File: src/rtl/pulse_seq_pkg.sv
// rtl/pulse_seq_pkg.sv - shared types and constants for the pulse burst sequencer
//
// Holds the sequencer FSM state encoding and the pulse width value that
// causes a start command to be rejected.
package pulse_seq_pkg;

   typedef enum logic [2:0] {
      ST_IDLE  = 3'd0,
      ST_DELAY = 3'd1,
      ST_FIRE  = 3'd2,
      ST_WAIT  = 3'd3,
      ST_DONE  = 3'd4
   } seq_state_e;

   // A start carrying this pulse width is refused with an err strobe.
   localparam int unsigned PW_REJECT = 0;

endpackage

File: src/rtl/seq_down_cnt.sv
// rtl/seq_down_cnt.sv - loadable saturating down counter with zero flag
//
// Ports:
//   clk_i, rst_ni  clock, asynchronous active-low reset
//   load_i         load val_i (has priority over en_i)
//   en_i           decrement by one, holding at zero
//   val_i          load value
//   zero_o         counter currently reads zero
module seq_down_cnt
   import pulse_seq_pkg::*;
#(
   parameter int unsigned W = 32
) (
   input  logic         clk_i,
   input  logic         rst_ni,
   input  logic         load_i,
   input  logic         en_i,
   input  logic [W-1:0] val_i,
   output logic         zero_o
);

   logic [W-1:0] cnt_q;
   logic [W-1:0] cnt_d;

   always_comb begin
      cnt_d = cnt_q;
      if (load_i) begin
         cnt_d = val_i;
      end else if (en_i && (cnt_q != '0)) begin
         cnt_d = cnt_q - W'(1);
      end
   end

   always_ff @(posedge clk_i or negedge rst_ni) begin
      if (!rst_ni) begin
         cnt_q <= '0;
      end else begin
         cnt_q <= cnt_d;
      end
   end

   assign zero_o = (cnt_q == '0);

endmodule

File: src/rtl/pulse_burst_seq.sv
// rtl/pulse_burst_seq.sv - burst trigger sequencer feeding the single-pulse generator
//
// After io_start it waits io_trigDelay cycles, then issues io_en strobes whose
// spacing is max(period, pulse width + 1): each strobe waits for both the
// period counter and the generator's end-of-pulse flag.
// Optional end-of-pulse watchdog: define SEQ_WATCHDOG_EN.
//
// Ports:
//   io_clk, io_rst_n     clock, asynchronous active-low reset
//   io_start, io_abort   one-cycle commands (abort wins)
//   io_trigDelay, io_pulseWidth, io_period, io_burstCnt
//                        configuration, sampled on the accepted start cycle only
//   io_pulseValid        end-of-pulse flag from the generator
//   io_en                one-cycle pulse-start strobe (generator load-enable)
//   io_pulseWidthOut     width latched at start
//   pwm_dis              one-cycle generator disable on abort / watchdog
//   busy                 sequence active (DELAY, FIRE, WAIT)
//   done, err            one-cycle status strobes
//   pulse_idx            pulses issued in the current burst
module pulse_burst_seq
   import pulse_seq_pkg::*;
#(
   parameter int unsigned _RAM_WIDTH = 32,
   parameter int unsigned CNT_W      = 16
`ifdef SEQ_WATCHDOG_EN
   ,
   parameter int unsigned WD_MARGIN  = 16
`endif
) (
   input  logic                  io_clk,
   input  logic                  io_rst_n,
   input  logic                  io_start,
   input  logic                  io_abort,
   input  logic [_RAM_WIDTH-1:0] io_trigDelay,
   input  logic [_RAM_WIDTH-1:0] io_pulseWidth,
   input  logic [_RAM_WIDTH-1:0] io_period,
   input  logic [CNT_W-1:0]      io_burstCnt,
   input  logic                  io_pulseValid,
   output logic                  io_en,
   output logic [_RAM_WIDTH-1:0] io_pulseWidthOut,
   output logic                  pwm_dis,
   output logic                  busy,
   output logic                  done,
   output logic                  err,
   output logic [CNT_W-1:0]      pulse_idx
);

   seq_state_e state_q, state_d;

   logic                  en_q, en_d;
   logic                  dis_q, dis_d;
   logic                  busy_q, busy_d;
   logic                  done_q, done_d;
   logic                  err_q, err_d;
   logic [CNT_W-1:0]      idx_q, idx_d;
   logic [_RAM_WIDTH-1:0] pw_q, pw_d;
   logic [_RAM_WIDTH-1:0] period_q, period_d;
   logic [CNT_W-1:0]      burst_q, burst_d;
   logic                  flag_q, flag_d;

   logic                  dly_load;
   logic                  dly_zero;
   logic [_RAM_WIDTH-1:0] dly_val;

   logic                  fire_entry;
   logic                  cnt_run;
   logic [_RAM_WIDTH-1:0] per_src;
   logic [_RAM_WIDTH-1:0] per_val;
   logic                  per_zero;

   // Counters are loaded on the edge that enters FIRE, so the period counter
   // already reads period-1 during the strobe cycle; this makes the strobe
   // spacing exactly the period rather than period+1.
   assign fire_entry = (state_d == ST_FIRE);
   assign cnt_run    = (state_q == ST_FIRE) || (state_q == ST_WAIT);

   // From IDLE the configuration is being latched on this same edge, so the
   // raw inputs are the source; afterwards the latched copies are used.
   assign per_src = (state_q == ST_IDLE) ? io_period : period_q;
   assign per_val = (per_src == '0) ? '0 : (per_src - _RAM_WIDTH'(1));
   assign dly_val = io_trigDelay - _RAM_WIDTH'(1);

   seq_down_cnt #(.W(_RAM_WIDTH)) u_dly_cnt (
      .clk_i  (io_clk),
      .rst_ni (io_rst_n),
      .load_i (dly_load),
      .en_i   (state_q == ST_DELAY),
      .val_i  (dly_val),
      .zero_o (dly_zero)
   );

   seq_down_cnt #(.W(_RAM_WIDTH)) u_per_cnt (
      .clk_i  (io_clk),
      .rst_ni (io_rst_n),
      .load_i (fire_entry),
      .en_i   (cnt_run),
      .val_i  (per_val),
      .zero_o (per_zero)
   );

`ifdef SEQ_WATCHDOG_EN
   localparam int unsigned WDW = _RAM_WIDTH + 1;

   logic [_RAM_WIDTH-1:0] pw_src;
   logic [WDW-1:0]        wd_sum;
   logic [_RAM_WIDTH-1:0] wd_val;
   logic                  wd_zero;

   // Loaded with width+margin-1 on FIRE entry: it reaches zero on the cycle
   // width+margin-1 after the strobe, so the trip strobes land exactly
   // width+margin cycles after io_en. Saturates instead of wrapping.
   assign pw_src = (state_q == ST_IDLE) ? io_pulseWidth : pw_q;
   assign wd_sum = {1'b0, pw_src} + WDW'(WD_MARGIN) - WDW'(1);
   assign wd_val = wd_sum[_RAM_WIDTH] ? '1 : wd_sum[_RAM_WIDTH-1:0];

   seq_down_cnt #(.W(_RAM_WIDTH)) u_wd_cnt (
      .clk_i  (io_clk),
      .rst_ni (io_rst_n),
      .load_i (fire_entry),
      .en_i   (cnt_run),
      .val_i  (wd_val),
      .zero_o (wd_zero)
   );
`endif

   always_comb begin
      state_d  = state_q;
      en_d     = 1'b0;
      dis_d    = 1'b0;
      done_d   = 1'b0;
      err_d    = 1'b0;
      idx_d    = idx_q;
      pw_d     = pw_q;
      period_d = period_q;
      burst_d  = burst_q;
      flag_d   = flag_q;
      dly_load = 1'b0;

      if ((state_q != ST_IDLE) && io_abort) begin
         state_d = ST_IDLE;
         dis_d   = 1'b1;
         done_d  = 1'b1;
      end else begin
         case (state_q)
            ST_IDLE: begin
               if (io_start && !io_abort) begin
                  if (io_pulseWidth == _RAM_WIDTH'(PW_REJECT)) begin
                     err_d = 1'b1;
                  end else begin
                     pw_d     = io_pulseWidth;
                     period_d = io_period;
                     burst_d  = io_burstCnt;
                     idx_d    = '0;
                     if (io_trigDelay == '0) begin
                        state_d = ST_FIRE;
                     end else begin
                        state_d  = ST_DELAY;
                        dly_load = 1'b1;
                     end
                  end
               end
            end
            ST_DELAY: begin
               if (dly_zero) begin
                  state_d = ST_FIRE;
               end
            end
            ST_FIRE: begin
               state_d = ST_WAIT;
            end
            ST_WAIT: begin
               if (io_pulseValid) begin
                  flag_d = 1'b1;
               end
`ifdef SEQ_WATCHDOG_EN
               if (wd_zero && !flag_q && !io_pulseValid) begin
                  state_d = ST_IDLE;
                  dis_d   = 1'b1;
                  err_d   = 1'b1;
                  done_d  = 1'b1;
               end else
`endif
               if (per_zero && (flag_q || io_pulseValid)) begin
                  if ((burst_q != '0) && (idx_q == burst_q)) begin
                     state_d = ST_DONE;
                  end else begin
                     state_d = ST_FIRE;
                  end
               end
            end
            ST_DONE: begin
               state_d = ST_IDLE;
            end
            default: begin
               state_d = ST_IDLE;
            end
         endcase
      end

      // Strobe outputs are registered, so they are decided from the next state.
      if (state_d == ST_FIRE) begin
         en_d   = 1'b1;
         idx_d  = idx_d + CNT_W'(1);
         flag_d = 1'b0;
      end
      if (state_d == ST_DONE) begin
         done_d = 1'b1;
      end
      busy_d = (state_d == ST_DELAY) || (state_d == ST_FIRE) || (state_d == ST_WAIT);
   end

   always_ff @(posedge io_clk or negedge io_rst_n) begin
      if (!io_rst_n) begin
         state_q  <= ST_IDLE;
         en_q     <= 1'b0;
         dis_q    <= 1'b0;
         busy_q   <= 1'b0;
         done_q   <= 1'b0;
         err_q    <= 1'b0;
         idx_q    <= '0;
         pw_q     <= '0;
         period_q <= '0;
         burst_q  <= '0;
         flag_q   <= 1'b0;
      end else begin
         state_q  <= state_d;
         en_q     <= en_d;
         dis_q    <= dis_d;
         busy_q   <= busy_d;
         done_q   <= done_d;
         err_q    <= err_d;
         idx_q    <= idx_d;
         pw_q     <= pw_d;
         period_q <= period_d;
         burst_q  <= burst_d;
         flag_q   <= flag_d;
      end
   end

   assign io_en            = en_q;
   assign io_pulseWidthOut = pw_q;
   assign pwm_dis          = dis_q;
   assign busy             = busy_q;
   assign done             = done_q;
   assign err              = err_q;
   assign pulse_idx        = idx_q;

endmodule

File: config.mk
export PLATFORM = sky130hd
export DESIGN_NAME = pulse_burst_seq
export DESIGN_NICKNAME = d
export VERILOG_FILES = /design/src/rtl/pulse_seq_pkg.sv /design/src/rtl/seq_down_cnt.sv /design/src/rtl/pulse_burst_seq.sv
export SDC_FILE = /design/constraint.sdc
export NUM_CORES = 1
export LEC_CHECK = 0
export BUFFER_PORTS_ARGS = -buffer_cell sky130_fd_sc_hd__buf_4
export CORE_AREA = 2 2 175 125
export DETAILED_ROUTE_END_ITERATION = 8
export DIE_AREA = 0 0 177 127
export PLACE_DENSITY = 0.78
export SYNTH_ARGS = -nofsm -noshare
export SYNTH_HDL_FRONTEND = slang
export SYNTH_SLANG_ARGS = --single-unit
File: constraint.sdc
create_clock -name io_clk -period 4.4 [get_ports io_clk]
set_input_delay 0.88 -clock io_clk [delete_from_list [all_inputs] [get_ports io_clk]]
set_output_delay 0.88 -clock io_clk [all_outputs]
set_load 0.05 [all_outputs]
### Yosys cells after proc, flatten, opt, wreduce, memory -nomap -nowiden

Index checks and enable logic that the tools add are counted.

| word-level totals | value |
|---|---|
| bits in registers | 169 |
| bits of input ports | 117 |
| output and inout port bits | 53 |
| logic and storage cells | 91 |

| operators by class | value |
|---|---|
| add/sub/neg operators | 5 |
| equality and inequality tests | 9 |
| multiplexer cells | 35 |
| bitwise gates (word level) | 2 |
| reductions and logical operators | 27 |

Operator list:

| cell | count |
|---|---|
| $mux W32 | 6 |
| $logic_not A32 Y1 | 5 |
| $sub A32 B1 Y32 const B | 4 |
| $mux W16 | 5 |
| $reduce_bool A32 Y1 | 2 |
| $mux W3 | 6 |
| $add A16 B1 Y16 const B | 1 |
| $eq A16 B16 Y1 | 1 |
| $mux W1 | 16 |
| $reduce_bool A16 Y1 | 1 |
| $eq A3 B2 Y1 const B | 4 |
| $pmux W3 S4 | 1 |
| $reduce_bool A2 Y1 | 4 |
| $eq A3 B1 Y1 const B | 2 |
| $logic_and A1 B1 Y1 | 6 |
| $logic_or A1 B1 Y1 | 4 |
| $reduce_and A4 Y1 | 1 |
| $eq A3 B3 Y1 const B | 1 |
| $logic_not A3 Y1 | 1 |
| $reduce_and A3 Y1 | 1 |
| $reduce_bool A3 Y1 | 1 |
| $mux W2 | 1 |
| $ne A2 B2 Y1 const B | 1 |
| $not A1 Y1 | 2 |
| $logic_not A1 Y1 | 1 |

### Depth between registers and ports, before layout

Gate-level depths: netlist of the first run.

| depth | value |
|---|---|
| depth after elaboration | 9 |
| mapped depth | 17 |
| depth with buffers taken out | 13 |

### Cells and area by module

Synthesis of the first run repeated with hierarchy kept, for this count alone.

| second synthesis, totals | value |
|---|---|
| cell total of the unflattened synthesis | 1312 |
| area total of the unflattened synthesis | 10694.0 um^2 |

Modules (own cells, without submodules):

| module | instances | cells an instance | area an instance (um^2) | seq. area each (um^2) |
|---|---|---|---|---|
| pulse_burst_seq | 1 | 826 | 6577.6 | 2627.5 |
| seq_down_cnt | 2 | 243 | 2058.2 | 800.8 |

### Least setup slack after synthesis of the first run

Ideal clock, no wire load.

| timing | value |
|---|---|
| kind | in2reg |
| from | input io_trigDelay[27] |
| to | register u_dly_cnt.cnt_q[26] |
| library setup time | 0.124 ns |
| arrival time | 4.614 ns |
| required time | 4.276 ns |
| slack | -0.337 ns |
| cell stages on the path | 15 |
| buffers on the path | 2 |
| cell sequence | or4_4 -> nor4_2 -> nand4b_2 -> nand2_1 -> clkbuf_1 -> buf_1 -> mux2i_1 -> ha_1 -> nand2b_1 -> or4_1 -> nor3_1 -> o2111ai_1 -> a22oi_1 -> xor2_1 -> a211o_1 |

| between the ends | value |
|---|---|
| word-level cells in the longest chain between the ends | 7 |
| elaborated cells on any way between the ends | 8 |
| those cells by class | 6 x mux; 2 x reduce/logical |

RTL lines:

| element | line | RTL |
|---|---|---|
| start: declaration | pulse_burst_seq.sv:34 | `input logic [_RAM_WIDTH-1:0] io_trigDelay,` |
| $logic_not A32 Y1 (*) | pulse_burst_seq.sv:154 | `if (io_trigDelay == '0) begin` |
| $mux W1 (*) | pulse_burst_seq.sv:154 |  |
| $mux W1 (*) | pulse_burst_seq.sv:147 | `if (io_pulseWidth == _RAM_WIDTH'(PW_REJECT)) begin` |
| $mux W1 (*) | pulse_burst_seq.sv:146 | `if (io_start && !io_abort) begin` |
| $mux W1 (*) | pulse_burst_seq.sv:144 | `case (state_q)` |
| $mux W1 (*) | pulse_burst_seq.sv:139 | `if ((state_q != ST_IDLE) && io_abort) begin` |
| $mux W32 / $reduce_bool A2 Y1 (equally long branches) | n/a |  |
| end signal: assignment | seq_down_cnt.sv:38 | `cnt_q <= cnt_d;` |
| end: declaration | seq_down_cnt.sv:22 | `logic [W-1:0] cnt_q;` |

Every way passes the cells marked *; elsewhere a longest branch is shown, timed or not.
A chain may end at the register's enable or synchronous reset.

### Final worst setup path of the first run

| timing | value |
|---|---|
| from | register state_q[2] |
| to | register u_dly_cnt.cnt_q[26] |

| between the ends | value |
|---|---|
| word-level cells in the longest chain between the ends | 4 |
| elaborated cells on any way between the ends | 9 |
| those cells by class | 1 x eq/ne; 3 x mux; 5 x reduce/logical |

RTL lines:

| element | line | RTL |
|---|---|---|
| start: declaration | pulse_burst_seq.sv:48 | `seq_state_e state_q, state_d;` |
| start signal: assignment | pulse_burst_seq.sv:226 | `state_q <= state_d;` |
| $logic_not A3 Y1 / $reduce_bool A3 Y1 (equally long branches) | pulse_burst_seq.sv:144, pulse_burst_seq.sv:139 |  |
| $mux W1 / $logic_and A1 B1 Y1 (equally long branches) | pulse_burst_seq.sv:144, pulse_burst_seq.sv:139 |  |
| $mux W1 | pulse_burst_seq.sv:139 |  |
| $mux W32 / $reduce_bool A2 Y1 (equally long branches) | n/a |  |

Parallel ways exist; a longest one is shown, timed or not.

==> impl_results.md, run 1 <==
- CP arrival: 4450 ps
- Final worst slack: 287 ps
- Tot Pwr: 7.69 mW
- HP Class: flip-flop to flip-flop
- Final RePlAce weighted congestion: 0.949
- Vias/cell: 6.00
- WP data required: 4730 ps
- RSZ-0062 raised after global routing: no
- Layout net count: 1,553
- Antenna Nets Post-Route: 0
- Worst-path cell chain: nor3_2, buf_4, nand3b_1, o21ba_4, nand2_1, mux2i_1, ha_2, nand2b_1, or4_1, nor3_1, o2111ai_1, a22oi_2, a211oi_1, a211o_1
- CP startpoint: state_q[2]
- Htree depth: 4
- # diodes: 0
- Crit Path Class: flip-flop to flip-flop
- # IOs: 170
- Tot GR Track Use: 27.2%
- Filler instances: 1,782
- Status: finished, final reports clean
- Worst-case clock buffer depth: 2
- Worst Hold Launch: io_pulseWidthOut[14]
- Cell Area, Synth: 10,700 um2
- Final HPWL DP: 21.6 mm
- Drt initial violations: 1,019
- Prevailing post-synth register cell: dfrtp_1
- CP max stage delay: 440 ps
- Tmin final: 4110 ps
- Net Count, Synth: 1,396
- Layout cells sized above 1: 18.7%
- Vias: 10,300
- Initial antenna violation count: 0
- Peak VDD IR: 0.307 mV
- Core Area: 20,600 um2
- Post-synth EDFFs: 0
- Syn-to-layout area delta: 21.3%
- Die Height: 127 um
- Leak pwr: 5.59 nW
- PwrDens: 595 nW/um2
- Worst path slowest cell: dfrtp_1
- Total Wirelength: 30.1 mm
- Clk Latency, worst-skew pair: 440 ps
- # setup viols final: 0
- Placement Rows: 44
- Max Transition Viols Final: 0
- Relative max-transition margin: 31.6%
- Power Internal: 4.37 mW
- Post-CTS Setup Repair Bufs: 0
- CTS tree: done
- Vias in the first global route: 9,559
- Comb power frac: 41.3%
- Crit start category: flip-flop
- Root Driver: clkbuf_16
- Asr flop ratio synth: 100%
- DP Worst Slack: -107 ps
- Yosys reg bits: 169
- Distinct cells, synth: 76
- # hold bufs at CTS: 0
- Detailed Routing Iterations Pass 1: 5
- CP Buf/Inv Count: 1
- Share of power burned in registers: 37.7%
- TritonCTS Buffers: 17
- Drt wl/cell: 17.5 um
- Max-cap viol count: 0
- Total Die Area: 22,500 um2
- Crit-path max FO: 14
- Worst setup EP type: flip-flop
- Die Width: 177 um
- Clk network pwr share: 21.0%
- Switch Pwr: 3.32 mW
- Average size of a mapped cell: 8.37 um2
- Register area share after synthesis: 39.7%
- Largest net degree at the start of global routing: 88
- Starting Density: 51.6%
- Worst slew pin tran: 1020 ps
- Reg-to-reg startpoint: state_q[2]
- Clk pin slew, worst setup/hold paths: 70 ps
- DP Area: 12,300 um2
- Resized cells post-CTS: 0
- PortBufs: 169
- Worst Skew: 12.5 ps
- Clock sinks: 169
- Cells after synthesis: 1,274
- Hold Vio Cnt, Final: 0
- Maximum clock frequency: 243 MHz
- Final Instance Area: 12,900 um2
- Crit share post-route: 93.5%
- DRC: 0
- GR Overflow Total: 0
- Family with the most delay on the worst path: simple AND/OR/NAND/NOR gates
- Switching Fraction: 43.2%
- First-pass GRT wire length: 49.2 mm
- Yosys warnings: 0
routing by layer:
layer	wire length (um)	vias to the layer above	global-route usage [%]
li1	-	4907	-
met1	14100	4954	41.0
met2	13000	428	40.2
met3	2490	39	4.61
met4	531	0	7.39
met5	0	-	0
worst reg2reg max path: cells and delay by family (launching register included):
| kind | cells | cell delay [ps] |
|---|---|---|
| and+or+nand+nor | 6 | 1540 |
| AOI/OAI and AO/OA | 5 | 1260 |
| DFF | 1 | 440 |
| buffers and inverters | 1 | 300 |
| muxes | 1 | 230 |
| adders and majority gates | 1 | 220 |
worst paths after layout:
check                           slack (ps)  cells after the start                    to
worst max register to register         290                     14   u_dly_cnt.cnt_q[26]
worst min register to register         480                      2  io_pulseWidthOut[14]
worst max-delay path                   290                     14   u_dly_cnt.cnt_q[26]
worst min-delay path                   480                      2  io_pulseWidthOut[14]
min in group asynchronous              490                      1  io_pulseWidthOut[29]
max in group asynchronous             2960                      2   u_dly_cnt.cnt_q[18]
cells in the final DEF, fill, tap and decap left out, drive strengths merged, types with 4 or more instances in the layout:
cell type / synthesis / final
nor4: 37 / 37
o211ai: 34 / 34
nand3b: 7 / 7
nand4b: 10 / 10
nor4b: 4 / 4
a31oi: 9 / 9
buf: 25 / 202
nand2: 314 / 314
o311ai: 5 / 5
o22ai: 11 / 11
a211oi: 15 / 15
xnor2: 65 / 65
ha: 5 / 5
inv: 14 / 20
a2111oi: 4 / 4
nand4: 17 / 17
o221ai: 6 / 6
nand2b: 4 / 4
nor3: 53 / 53
nand3: 44 / 44
dfrtp: 169 / 169
o21ai: 39 / 39
or2: 6 / 6
and2: 8 / 8
and3: 12 / 12
clkbuf: 39 / 19
or4: 30 / 30
o31ai: 10 / 10
nor2: 71 / 71
mux2i: 37 / 37
xor2: 36 / 36
a21oi: 40 / 40
or3: 48 / 48
final cells by class:
cell class / instances / area, um2 / share of cell area [%]
clock buffers: 19 / 453 / 3.50
repair buffers: 202 / 1530 / 11.9
clock inverters: 13 / 180 / 1.39
multi-input cells: 1027 / 6140 / 47.5
flip-flops and latches: 169 / 4230 / 32.7
inverters: 14 / 52.6 / 0.406
well taps: 276 / 345 / 2.67
logic make-up (layout without fill, tap and decap cells):
| family | after synthesis | after routing | share of synthesized area, % |
|---|---|---|---|
| fa+ha+maj | 5 | 5 | 0.587 |
| compound gates | 207 | 207 | 13.4 |
| mux | 39 | 39 | 3.68 |
| flops | 169 | 169 | 39.7 |
| simple gates | 675 | 675 | 31.2 |
| xor+xnor | 101 | 101 | 8.30 |
| buf+inv | 78 | 248 | 3.19 |
state kept, by name (all words and copies together), names as in the netlist, 3 cells and up:
register,flops
io_pulseWidthOut,32
period_q,32
u_dly_cnt.cnt_q,32
u_per_cnt.cnt_q,32
burst_q,16
pulse_idx,16
state_q,3
cells in the mapped netlist, drive strengths merged (7+ instances only):
master / number / area [um2]
and2: 8 / 50.1
mux2i: 37 / 370
buf: 25 / 141
nand2: 314 / 1180
clkbuf: 39 / 146
inv: 14 / 52.6
nand4b: 10 / 93.8
a31oi: 9 / 56.3
o31ai: 10 / 75.1
nor3: 53 / 265
nor2: 71 / 267
o211ai: 34 / 260
dfrtp: 169 / 4230
nand3b: 7 / 52.6
or3: 48 / 300
xor2: 36 / 315
nand3: 44 / 220
a21oi: 40 / 200
and3: 12 / 75.1
xnor2: 65 / 569
a211oi: 15 / 128
o21ai: 39 / 195
or4: 30 / 236
nor4: 37 / 280
nand4: 17 / 106
o22ai: 11 / 68.8
through the flow:
| stage | TNS, ps | utilization (%) | hold slack, ps | cells |
|---|---|---|---|---|
| 2_1_floorplan | 0 | - | 445 | 1274 |
| 5_1_grt | 0 | 62.6 | 498 | 1720 |
| 4_1_cts | 0 | 62.6 | 481 | 1720 |
| 6_report | 0 | 62.6 | 476 | 1720 |
| 3_5_place_dp | -255 | 59.6 | 464 | 1688 |
| 3_3_place_gp | 0 | 59.6 | 459 | 1688 |
power groups by stage:
| stage | clock network, mW | logic, mW | registers, mW |
|---|---|---|---|
| final | 1.62 | 3.17 | 2.90 |
| after global routing | 1.72 | 3.48 | 3.00 |
| after CTS | 1.65 | 3.17 | 2.88 |
| after detailed placement | 0 | 3.15 | 2.89 |
| after global placement | 0 | 3.08 | 2.87 |
| after floorplan | 0 | 1.76 | 3.27 |
(Power assumes the default switching activity.)
==> inputs of run 2 (changes only) <==
--- a/config.mk
+++ b/config.mk
@@ -9,7 +9,8 @@
 export CORE_AREA = 2 2 175 125
 export DETAILED_ROUTE_END_ITERATION = 8
 export DIE_AREA = 0 0 177 127
-export PLACE_DENSITY = 0.78
+export PLACE_DENSITY = 0.79
 export SYNTH_ARGS = -nofsm -noshare
 export SYNTH_HDL_FRONTEND = slang
+export SYNTH_HIERARCHICAL = 1
 export SYNTH_SLANG_ARGS = --single-unit
==> impl_results.md, run 2 <==
- Cells after synthesis: 1,312 (was 1,274)
- Cell Area, Synth: 10,700 um2 (about the same)
- Clock sinks: 169 (unchanged)
- Synth cell count leaders: nand2_1 (307), dfrtp_1 (169), nor2_1 (130) (was nand2_1 (314), dfrtp_1 (169), nor2_1 (71))
- Leak pwr: 5.66 nW (was 5.59 nW)
- Max Transition Viols Final: 0 (unchanged)
- Root Driver: clkbuf_16 (unchanged)
- Vias in the first global route: 9,639 (was 9,559)
- Placement Rows: 44 (unchanged)
- Share of power burned in registers: 36.7% (was 37.7%)
- Core Area: 20,600 um2 (unchanged)
- Fin cells: 1,743 (was 1,720)
- Clk Latency, worst-skew pair: 440 ps (about the same)
- Distinct cells, synth: 63 (was 76)
- Crit share post-route: 93.7% (was 93.5%)
- Prevailing post-synth register cell: dfrtp_1 (unchanged)
- Peak VDD IR: 0.285 mV (was 0.307 mV)
- Yosys warnings: 6 (was 0)
- # setup viols final: 0 (unchanged)
- Die Height: 127 um (unchanged)
- Post-synth EDFFs: 0 (unchanged)
- GR Overflow Total: 0 (unchanged)
- Hold Vio Cnt, Final: 0 (unchanged)
- Worst-case clock buffer depth: 2 (unchanged)
- Clk pin slew, worst setup/hold paths: 70 ps (about the same)
- Worst slew pin tran: 942 ps (was 1020 ps)
- Met3 usage: 5.12% (was 4.61%)
- Maximum clock frequency: 243 MHz (about the same)
- Power Internal: 4.03 mW (was 4.37 mW)
- Starting Density: 51.8% (was 51.6%)
- Asr flop ratio synth: 100% (unchanged)
- Antenna Nets Post-Route: 0 (unchanged)
- PwrDens: 542 nW/um2 (was 595 nW/um2)
- CP arrival: 4420 ps (was 4450 ps)
- Relative max-transition margin: 37.2% (was 31.6%)
- Vias: 10,400 (was 10,300)
- Met1 Use GR: 38.7% (was 41.0%)
- Post-CTS Setup Repair Bufs: 0 (unchanged)
- HP Class: flip-flop to flip-flop (unchanged)
- # placed instances: 1,711 (was 1,688)
- Yosys top cell by area: dfrtp_1 (unchanged)
- # hold bufs at CTS: 0 (unchanged)
- Worst Skew: 10.2 ps (was 12.5 ps)
- # diodes: 0 (unchanged)
- Initial antenna violation count: 0 (unchanged)
- GR peak layer: met2 (was met1)
- Tmin final: 4120 ps (was 4110 ps)
- Drt initial violations: 1,075 (was 1,019)
- Crit Path Class: flip-flop to flip-flop (unchanged)
- Yosys reg bits: 169 (unchanged)
- First-pass GRT wire length: 49.2 mm (about the same)
- Clk network pwr share: 23.5% (was 21.0%)
- Status: finished, final reports clean (unchanged)
- Comb power frac: 39.8% (was 41.3%)
- Drt wl/cell: 17.1 um (was 17.5 um)
- Layout cells sized above 1: 17.9% (was 18.7%)
- Vias/cell: 5.95 (was 6.00)
- Worst setup EP type: flip-flop (unchanged)
- Synth top area cells: dfrtp_1 (40%), nand2_1 (11%), nor2_1 (4.6%), xor2_1 (3.9%), xnor2_1 (3.7%) (was dfrtp_1 (40%), nand2_1 (11%), xnor2_1 (5.3%), mux2i_1 (3.5%), xor2_1 (3.0%))
- Most frequent cells in the layout: nand2_1 (306), buf_4 (188), dfrtp_1 (169), nor2_1 (129), nor3_1 (56) (was nand2_1 (314), buf_4 (200), dfrtp_1 (169), nor2_1 (70), xnor2_1 (65))
- Max-cap viol count: 0 (unchanged)
- Final RePlAce weighted congestion: 0.898 (was 0.949)
- Syn-to-layout area delta: 20.3% (was 21.3%)
- Post-synth top area share: 39.5% (was 39.7%)
- Largest net degree at the start of global routing: 104 (was 88)
- Htree depth: 4 (unchanged)
- Count leader, synth: nand2_1 (unchanged)
- Total Wirelength: 29.8 mm (was 30.1 mm)
- Met2 Track Usage GR: 42.2% (was 40.2%)
- WP data required: 4700 ps (was 4730 ps)
- Final HPWL DP: 20.9 mm (was 21.6 mm)
- Register area share after synthesis: 39.5% (was 39.7%)
- Switch Pwr: 2.94 mW (was 3.32 mW)
- Switching Fraction: 42.2% (was 43.2%)
- RSZ-0062 raised after global routing: no (unchanged)
- Crit start category: flip-flop (unchanged)
- Resized cells post-CTS: 0 (unchanged)
- TritonCTS Buffers: 17 (unchanged)
- Layout net count: 1,578 (was 1,553)
- Tot GR Track Use: 27.0% (was 27.2%)
- PortBufs: 169 (unchanged)
- Die Width: 177 um (unchanged)
- Crit-path max FO: 40 (was 14)
- DRC: 0 (unchanged)
- Total Die Area: 22,500 um2 (unchanged)
- Commonest non-fill, non-tap cell in the layout: nand2_1 (unchanged)
- Detailed Routing Iterations Pass 1: 8 (was 5)
- CTS tree: done (unchanged)
- Average size of a mapped cell: 8.15 um2 (was 8.37 um2)
- Post-Route Setup TNS: 0 ps (unchanged)
- # IOs: 170 (unchanged)
- Net Count, Synth: 1,436 (was 1,396)
==> run 2: cells by family after synthesis <==
family          synth area share [%]
fa+ha+maj                      0.819
compound gates                  12.1
buf+inv                         4.06
xor+xnor                        7.62
flops                           39.5
mux                             2.67
simple gates                    33.2
==> run 2: area by class of cell <==
cell class / instances / area [um2]
fillers: 1723 / 7780
multi-input cells: 1041 / 6050
flip-flops and latches: 169 / 4230
repair buffers: 192 / 1480
clock buffers: 17 / 425
well taps: 276 / 345
clock inverters: 15 / 211
inverters: 33 / 124
==> run 2: power groups by stage <==
stage / clock [mW] / combinational, mW / sequential (mW)
after floorplan: 0 / 1.47 / 2.97
after global placement: 0 / 2.69 / 2.54
after detailed placement: 0 / 2.74 / 2.55
after CTS: 1.66 / 2.76 / 2.54
after global routing: 1.73 / 3.03 / 2.63
final: 1.64 / 2.78 / 2.56
==> run 2: metrics by stage <==
stage / hold slack, ps / worst slack, ps / instance area [um2] / util [%] / total power [mW]
2_1_floorplan: 442 / 297 / 10700 / - / 4.45
3_3_place_gp: 456 / 435 / 12200 / 59.2 / 5.23
3_5_place_dp: 459 / 360 / 12200 / 59.2 / 5.29
4_1_cts: 477 / 341 / 12900 / 62.3 / 6.97
5_1_grt: 493 / 45.4 / 12900 / 62.3 / 7.40
6_report: 474 / 277 / 12900 / 62.3 / 6.97
==> run 2: worst paths after layout <==
kind	slack, ps	from	to	cells past startpoint
worst max register to register	280	u_per_cnt/cnt_q[8]	u_per_cnt/cnt_q[8]	14
worst max-delay path	280	u_per_cnt/cnt_q[8]	u_per_cnt/cnt_q[8]	14
min in group asynchronous	560	io_rst_n	io_pulseWidthOut[17]	1
worst min register to register	470	period_q[7]	period_q[7]	2
max in group asynchronous	2890	io_rst_n	u_dly_cnt/cnt_q[14]	2
worst min-delay path	470	period_q[7]	period_q[7]	2
==> run 2: metal layers <==
layer / up-vias / wire [um]
met2: 444 / 13600
met3: 40 / 2150
met1: 4917 / 13700
met4: 0 / 382
li1: 4965 / -
met5: - / 0
==> run 2: worst max-delay path, cell delays in order, from the launching register on <==
cell and delay (ps):
dfrtp_1 410, or4_4 550, or4_1 530, nor4_1 570
o211ai_1 240, nand2_1 110, o21ai_0 110, nor3_1 330
nand2_1 140, nor2_2 140, buf_12 220, clkinv_1 80
buf_4 250, o311ai_0 150, nand3_1 130
==> inputs of run 3 (changes only) <==
==> constraint.sdc (replaced) <==
create_clock -name io_clk -period 3.5 [get_ports io_clk]
set_input_delay 0.7 -clock io_clk [delete_from_list [all_inputs] [get_ports io_clk]]
set_output_delay 0.7 -clock io_clk [all_outputs]
set_load 0.05 [all_outputs]
==> impl_results.md, run 3 (same netlist as run 2, synthesis figures left out) <==
- # setup viols final: 0 (unchanged)
- GR Overflow Total: 0 (unchanged)
- Peak VDD IR: 0.369 mV (was 0.285 mV)
- Status: finished, final reports clean (unchanged)
- Worst setup EP type: flip-flop (unchanged)
- Clk pin slew, worst setup/hold paths: 70 ps (about the same)
- Clk Latency, worst-skew pair: 450 ps (was 440 ps)
- # hold bufs at CTS: 0 (unchanged)
- Worst path slowest cell: or4_4 (was nor4_1)
- Htree depth: 4 (unchanged)
- CP max stage delay: 580 ps (was 570 ps)
- Initial antenna violation count: 0 (unchanged)
- Worst Skew: 10.5 ps (was 10.2 ps)
- Relative max-transition margin: 40.0% (was 37.2%)
- Max Transition Viols Final: 0 (unchanged)
- PwrDens: 656 nW/um2 (was 542 nW/um2)
- Worst-case clock buffer depth: 2 (unchanged)
- Crit start category: flip-flop (unchanged)
- Core Area: 20,600 um2 (unchanged)
- Antenna Nets Post-Route: 0 (unchanged)
- Final RePlAce weighted congestion: 0.865 (was 0.898)
- Tot GR Track Use: 28.3% (was 27.0%)
- CP arrival: 3710 ps (was 4420 ps)
- Vias/cell: 5.98 (was 5.95)
- Crit share post-route: 95.7% (was 93.7%)
- R2R cell count: 9 (was 14)
- HP Class: input port to asynchronous set/reset pin (was flip-flop to flip-flop)
- Hold Vio Cnt, Final: 0 (unchanged)
- Commonest non-fill, non-tap cell in the layout: nand2_1 (unchanged)
- R2R setup slack: 150 ps (was 280 ps)
- Starting Density: 51.8% (unchanged)
- Max-cap viol count: 0 (unchanged)
- Layout cells sized above 1: 22.0% (was 17.9%)
- Clock sinks: 169 (unchanged)
- WP data required: 3860 ps (was 4700 ps)
- Layout net count: 1,637 (was 1,578)
- Detailed Routing Iterations Pass 1: 6 (was 8)
- Tmin final: 3350 ps (was 4120 ps)
- Die Width: 177 um (unchanged)
- RSZ-0062 raised after global routing: no (unchanged)
- Crit Path Class: flip-flop to flip-flop (unchanged)
- Crit-path max FO: 22 (was 40)
- Maximum clock frequency: 299 MHz (was 243 MHz)
- # placed instances: 1,765 (was 1,711)
- Drt initial violations: 936 (was 1,075)
- Final HPWL DP: 22.2 mm (was 20.9 mm)
- Vias: 10,800 (was 10,400)
- Total Wirelength: 31.2 mm (was 29.8 mm)
- Worst R2R End: pulse_idx[9] (was u_per_cnt/cnt_q[8])
- Syn-to-layout area delta: 25.3% (was 20.3%)
- Drt wl/cell: 17.3 um (was 17.1 um)
- Fin util: 64.9% (was 62.3%)
- TritonCTS Buffers: 17 (unchanged)
- Crit path top cell by count: or4_1 (was nand2_1)
- Placement Rows: 44 (unchanged)
- First-pass GRT wire length: 51.6 mm (was 49.2 mm)
- CTS tree: done (unchanged)
- Fin cells: 1,802 (was 1,743)
- Die Height: 127 um (unchanged)
- Worst-path cell chain: or4_4, or4_1, nor4_2, and3_1, or2_2, o2bb2ai_4, buf_4, or4_1, a21oi_1 (was or4_4, or4_1, nor4_1, o211ai_1, nand2_1, o21ai_0, nor3_1, nand2_1, nor2_2, buf_12, clkinv_1, buf_4, o311ai_0, nand3_1)
- Filler instances: 1,703 (was 1,723)
- Worst slew pin tran: 897 ps (was 942 ps)
- Most frequent cells in the layout: nand2_1 (305), buf_4 (243), dfrtp_1 (169), nor2_1 (129), nor3_1 (55) (was nand2_1 (306), buf_4 (188), dfrtp_1 (169), nor2_1 (129), nor3_1 (56))
- # IOs: 170 (unchanged)
- Vias in the first global route: 10,300 (was 9,639)
- # diodes: 0 (unchanged)
- Leak pwr: 5.96 nW (was 5.66 nW)
- PortBufs: 169 (unchanged)
- Reg-to-reg startpoint: u_dly_cnt/cnt_q[10] (was u_per_cnt/cnt_q[8])
- Largest net degree at the start of global routing: 71 (was 104)
- Total Die Area: 22,500 um2 (unchanged)
- DRC: 0 (unchanged)
- Tot Pwr: 8.79 mW (was 6.97 mW)
- Root Driver: clkbuf_16 (unchanged)
## run 3: changes by cell type in the layout (fill, tap and decap cells not counted), sizes merged
cell    before  now
clkinv       4    6
nor2       131  132
buf        192  250
inv         36   34
clkbuf      17   19
bufinv       4    2
## run 3: per-stage QoR
step                setup TNS (ps)  hold WS [ps]  instance area [um2]  setup slack [ps]
finish                           0           251                13400               151
global route                     0           295                13400              2.16
CTS                              0           273                13300              6.03
detailed placement           -5150           459                12700              -217
global placement             -1470           455                12700              -107
floorplan                     -468           404                10700             -29.8
## run 3: worst max path at each step
stage	from	end	slack [ps]	cells after the start
floorplan	io_trigDelay[20]	u_per_cnt/cnt_q[10]	-30	12
detailed placement	io_trigDelay[20]	pulse_idx[13]	-220	9
CTS	u_per_cnt/cnt_q[24]	pulse_idx[13]	6	12
finish	u_dly_cnt/cnt_q[10]	pulse_idx[9]	150	9
global placement	io_trigDelay[20]	u_per_cnt/cnt_q[8]	-110	11
global route	state_q[2]	u_per_cnt/cnt_q[19]	2	10
## run 3: what timing repair did
action | in CTS | in global routing
endpoints found under the setup margin | 28 | 44
cloned | 1 | 0
pin swaps | 4 | 4
resized for setup | 9 | 10
setup buffers | 1 | 3
## run 3: critical path: cells and delay by family, from the launching register on
kind,cells,cell delay [ps]
compound gates,2,270
buf+inv,1,230
flops,1,400
simple gates,6,2350
## run 3: power by group
group	total, mW	internal [mW]	switching (mW)
combinational	3.64	1.35	2.29
clock	1.93	1.09	0.835
sequential	3.23	2.60	0.630
## run 3: layout make-up
cell class              count  area, um2  share of cell area, %
clock buffers              19        453                   3.38
clock inverters            13        144                   1.07
inverters                  33        125                  0.934
multi-input cells        1042       6160                   46.0
flip-flops and latches    169       4230                   31.6
well taps                 276        345                   2.58
repair buffers            250       1950                   14.5
## run 3: layer usage
metal / wire, um / GRT usage (%) / vias to the layer above
met3: 2100 / 5.21 / 47
met2: 14400 / 44.4 / 433
met5: 0 / 0 / -
met1: 14200 / 39.6 / 5207
li1: - / - / 5081
met4: 559 / 9.63 / 0
